## config.mk

```make
export PLATFORM = sky130hd
export DESIGN_NAME = wall_collide
export DESIGN_NICKNAME = d
export VERILOG_FILES = /design/src/rtl/wall_collide.sv
export SDC_FILE = /design/constraint.sdc
export NUM_CORES = 1
export LEC_CHECK = 0
export CORE_ASPECT_RATIO = 0.5
export CORE_MARGIN = 2
export CORE_UTILIZATION = 50
export CTS_CLUSTER_DIAMETER = 30
export DETAILED_ROUTE_END_ITERATION = 8
export PLACE_DENSITY = 0.79
export SYNTH_ARGS = -nofsm -noshare
export SYNTH_HDL_FRONTEND = slang
export SYNTH_SLANG_ARGS = --single-unit
```

## constraint.sdc

```tcl
create_clock -name clk -period 4.6 [get_ports clk]
set_input_delay 0.92 -clock clk [delete_from_list [all_inputs] [get_ports clk]]
set_output_delay 0.92 -clock clk [all_outputs]
set_load 0.005 [all_outputs]
```

## src/rtl/wall_collide.sv

```systemverilog
// wall_collide: tests a square probe box against a tiled playfield.
// Ports: clk, reset_n (async low); req_valid/req_ready + probe_x/y/s in;
// resp_valid/resp_ready + hit, oob, hit_col, hit_row out.
module wall_collide #(
    parameter int TILE_SHIFT = 5,
    parameter int COLS       = 20,
    parameter int ROWS       = 15
) (
    input  logic       clk,
    input  logic       reset_n,
    input  logic       req_valid,
    output logic       req_ready,
    input  logic [9:0] probe_x,
    input  logic [9:0] probe_y,
    input  logic [9:0] probe_s,
    output logic       resp_valid,
    input  logic       resp_ready,
    output logic       hit,
    output logic       oob,
    output logic [4:0] hit_col,
    output logic [4:0] hit_row
);

    localparam logic [10:0] X_MAX    = 11'(COLS << TILE_SHIFT);
    localparam logic [10:0] Y_MAX    = 11'(ROWS << TILE_SHIFT);
    localparam logic [4:0]  LAST_COL = 5'(COLS - 1);
    localparam logic [4:0]  LAST_ROW = 5'(ROWS - 1);

    typedef enum logic [1:0] {IDLE, SETUP, SCAN, DONE} state_t;

    state_t      state, state_nxt;
    logic [9:0]  px, py, ps;
    logic [4:0]  c0, c1, r1;
    logic [4:0]  col, row;
    logic [10:0] x_end, y_end, x_last, y_last;
    logic        zero_s, off_field, wall, last_tile;
    logic        unused_bits;

    // 11-bit sums so a box hanging off the right/bottom never wraps
    assign x_end  = {1'b0, px} + {1'b0, ps};
    assign y_end  = {1'b0, py} + {1'b0, ps};
    assign x_last = x_end - 11'd1;
    assign y_last = y_end - 11'd1;

    assign zero_s    = (ps == 10'd0);
    assign off_field = (x_end > X_MAX) || (y_end > Y_MAX);

    // border tiles plus a pillar on every even/even tile
    assign wall = (col == 5'd0) || (col == LAST_COL) ||
                  (row == 5'd0) || (row == LAST_ROW) ||
                  (!col[0] && !row[0]);
    assign last_tile = (col == c1) && (row == r1);

    // only the tile-index slice of the end coordinates is meaningful
    assign unused_bits = ^{x_last, y_last};

    always_ff @(posedge clk or negedge reset_n) begin
        if (!reset_n) state <= IDLE;
        else          state <= state_nxt;
    end

    always_comb begin
        state_nxt  = state;
        req_ready  = 1'b0;
        resp_valid = 1'b0;
        unique case (state)
            IDLE: begin
                req_ready = 1'b1;
                if (req_valid) state_nxt = SETUP;
            end
            SETUP: begin
                if (zero_s || off_field) state_nxt = DONE;
                else                     state_nxt = SCAN;
            end
            SCAN: begin
                if (wall || last_tile) state_nxt = DONE;
            end
            DONE: begin
                resp_valid = 1'b1;
                if (resp_ready) state_nxt = IDLE;
            end
            default: state_nxt = IDLE;
        endcase
    end

    always_ff @(posedge clk or negedge reset_n) begin
        if (!reset_n) begin
            px      <= '0;
            py      <= '0;
            ps      <= '0;
            c0      <= '0;
            c1      <= '0;
            r1      <= '0;
            col     <= '0;
            row     <= '0;
            hit     <= 1'b0;
            oob     <= 1'b0;
            hit_col <= '0;
            hit_row <= '0;
        end else begin
            unique case (state)
                IDLE: begin
                    if (req_valid) begin
                        px <= probe_x;
                        py <= probe_y;
                        ps <= probe_s;
                    end
                end
                SETUP: begin
                    if (zero_s || off_field) begin
                        hit     <= !zero_s;
                        oob     <= !zero_s;
                        hit_col <= '0;
                        hit_row <= '0;
                    end else begin
                        c0  <= px[TILE_SHIFT +: 5];
                        c1  <= x_last[TILE_SHIFT +: 5];
                        r1  <= y_last[TILE_SHIFT +: 5];
                        col <= px[TILE_SHIFT +: 5];
                        row <= py[TILE_SHIFT +: 5];
                    end
                end
                SCAN: begin
                    if (wall) begin
                        hit     <= 1'b1;
                        oob     <= 1'b0;
                        hit_col <= col;
                        hit_row <= row;
                    end else if (last_tile) begin
                        hit     <= 1'b0;
                        oob     <= 1'b0;
                        hit_col <= '0;
                        hit_row <= '0;
                    end else if (col == c1) begin
                        col <= c0;
                        row <= row + 5'd1;
                    end else begin
                        col <= col + 5'd1;
                    end
                end
                DONE: ;
                default: ;
            endcase
        end
    end

endmodule

```

==> results.cfg <==
[floorplanning]
die_x_microns = 135
row_count = 23
die_area_sq_um = 9440
core_area_sq_um = 8200
ios = 48
die_y_microns = 69.7
start_util_pct = 52.7

[timing]
min_period_ps = 3710
worst_pin_slew_ps = 990
fmax_mhz = 270
tns_ps = 0
hold_viol_final = 0
rsz0062_at_grt = false
finalCritPeriodShare_pct = 80.6
drv_slew = 0
setup_viol = 0
clock-skew-final_ps = 5.46
relSlewSlack_pct = 34.0

[route]
drt_iter0_markers = 363
routed_wl_microns = 9060
drc = 0
first_pass_iters = 4
ant_nets = 0
vias_per_cell = 5.75
wl_per_cell_microns = 15.7
via_count = 3311

[yosys]
ys_seq_area_share_pct = 40.0
synthesis.nets = 479
synth_flop_cell = dfrtp_1
synthCells = 414
syn_avg_cell_area_sq_um = 10.4
async_flop_share_pct = 100
netlist_area_sq_um = 4320
ys_types = 61
ys_warn_count = 0
synth_edf_count = 0
synth.ff_latch_count = 69

[place]
dp_hpwl_microns = 6820
place.gp.congestion = 0.903
io_buffers = 47

[worst_setup_path]
r2r_start = ps[0]
critPathLaunch = ps[0]
r2r_setup_slack_ps = 890
worst_setup_path_start_kind = register
endpoint_kind = register
arrival_ps = 3930
r2r_end = hit_row[3]
reg2reg_depth = 12
worstSetupPathType = reg2reg
worstPathRequired_ps = 4820
worstPathMaxFanout = 12

[finish]
regArea_sq_um = 1730
multi_input_area_sq_um = 2450
final_common_cell = dfrtp_1
nets = 524
area_delta_synth_final_pct = 19.9
nFillCells = 683
drive_gt1_share_pct = 16.2
final_cell_mix = 69 x dfrtp_1, 46 x clkdlybuf4s50_1, 45 x mux2_2
num_antenna_cells = 0

[clock_network]
postCtsSetupBuffers = 0
clkTransAtPathRegs_ps = 50
postCtsHoldBufs = 0
clockRootBuffer = clkbuf_16
cts_sinks = 69
tritoncts = done
cts_made_buffers = 9
clockBufferDepth = 2
h-tree-depth = 3
clock_latency_ps = 340
cts-resized-gates = 0

[hold_path]
whs_endpoint = hit_row[4]
hold_path_class = reg2reg
min_from = hit_row[4]
hold_depth = 1

[flow_run]
maxCapViolations = 0

[global_routing]
grt_pass1_vias = 2987
grt_max_degree = 47
antenna_found_initial = 0
grt_usage_pct = 20.5
grt_pass1_wl_microns = 15000
grt_overflow_total = 0

[outcome]
status = completed
[worst max-delay path by stage]
stage	end	slack, ps	cells after the start
after global routing	hit_row[3]	580	12
after detailed placement	hit_row[3]	950	12
after floorplan	c0[4]	1380	11
final	hit_row[3]	890	12
after global placement	hit_col[3]	1060	10
after CTS	hit_row[3]	930	10
[registers in the layout (all words and copies together) (netlist names)]
signal   count
ps          10
state        2
c1           5
hit          1
hit_col      5
c0           5
row          5
r1           5
py          10
oob          1
px          10
hit_row      5
col          5
[critical path: stages, from the launching register on]
cell	delay (ps)
dfrtp_1	390
ha_1	180
inv_1	50
fa_1	390
nand2b_1	180
a211oi_1	390
o31ai_1	140
a21oi_1	330
a31oi_1	110
o311ai_2	750
o21ai_0	200
buf_4	220
a22o_1	230
[layout make-up]
| type | count | area share [%] |
|---|---|---|
| sequential | 69 | 33.3 |
| multi-input combinational | 311 | 47.3 |
| clock buffer | 11 | 4.69 |
| inverter | 17 | 1.23 |
| tap | 112 | 2.71 |
| clock inverter | 5 | 1.16 |
| timing repair buffer | 51 | 9.57 |
[metrics by stage]
stage,utilization [%],instance area [sq um],setup slack (ps),hold WS [ps],cells
after floorplan,-,4320,1380,479,414
after global placement,59.4,4870,1060,488,560
after detailed placement,59.4,4870,954,497,560
after CTS,63.1,5180,931,507,576
after global routing,63.1,5180,584,527,576
final,63.1,5180,892,501,576
[synth_stat cells, types with 3 or more instances]
cell       instances  area share, %
a31oi_1            3           0.43
a221oi_1           6            1.2
nor3_1             8           0.93
dfrtp_1           69             40
o211ai_1           3           0.52
xnor2_1           13            2.6
nand3_1            9            1.0
mux2i_1            3           0.70
o21ai_0           18            2.1
nand2_1           29            2.5
inv_1             17            1.5
nand4_1            3           0.43
nor2_1            17            1.5
a21oi_1           19            2.2
and3_1             8            1.2
ha_1              29            8.4
or3_1              3           0.43
a22o_1            12            2.4
a2bb2oi_1          4           0.81
nand2b_1           4           0.58
a211o_1            3           0.61
clkbuf_1          14            1.2
xor2_1            14            2.8
mux2_2            45             12
a211oi_1           4           0.70
a21o_1             8            1.4
o22ai_1            5           0.72
[cells by family (layout without fill, tap and decap cells)]
logic type      Yosys count  in the layout  share of synthesized area [%]
simple gates             99             99                           11.7
mux                      49             49                           12.7
fa+ha+maj                31             31                           9.33
xor+xnor                 27             27                           5.48
flops                    69             69                           40.0
buf+inv                  34             84                           3.33
compound gates          105            105                           17.5
[metal layers]
metal,vias up,global-route usage [%],part of all wire [%]
met2,99,29.0,43
met4,0,7.18,1.3
met3,15,5.92,6.8
met5,-,0,0
met1,1572,29.8,49
li1,1625,-,-
Power is left out: the tool's default activity adds up to more than one toggle a clock period on the data nets, which glitch-free logic cannot reach.
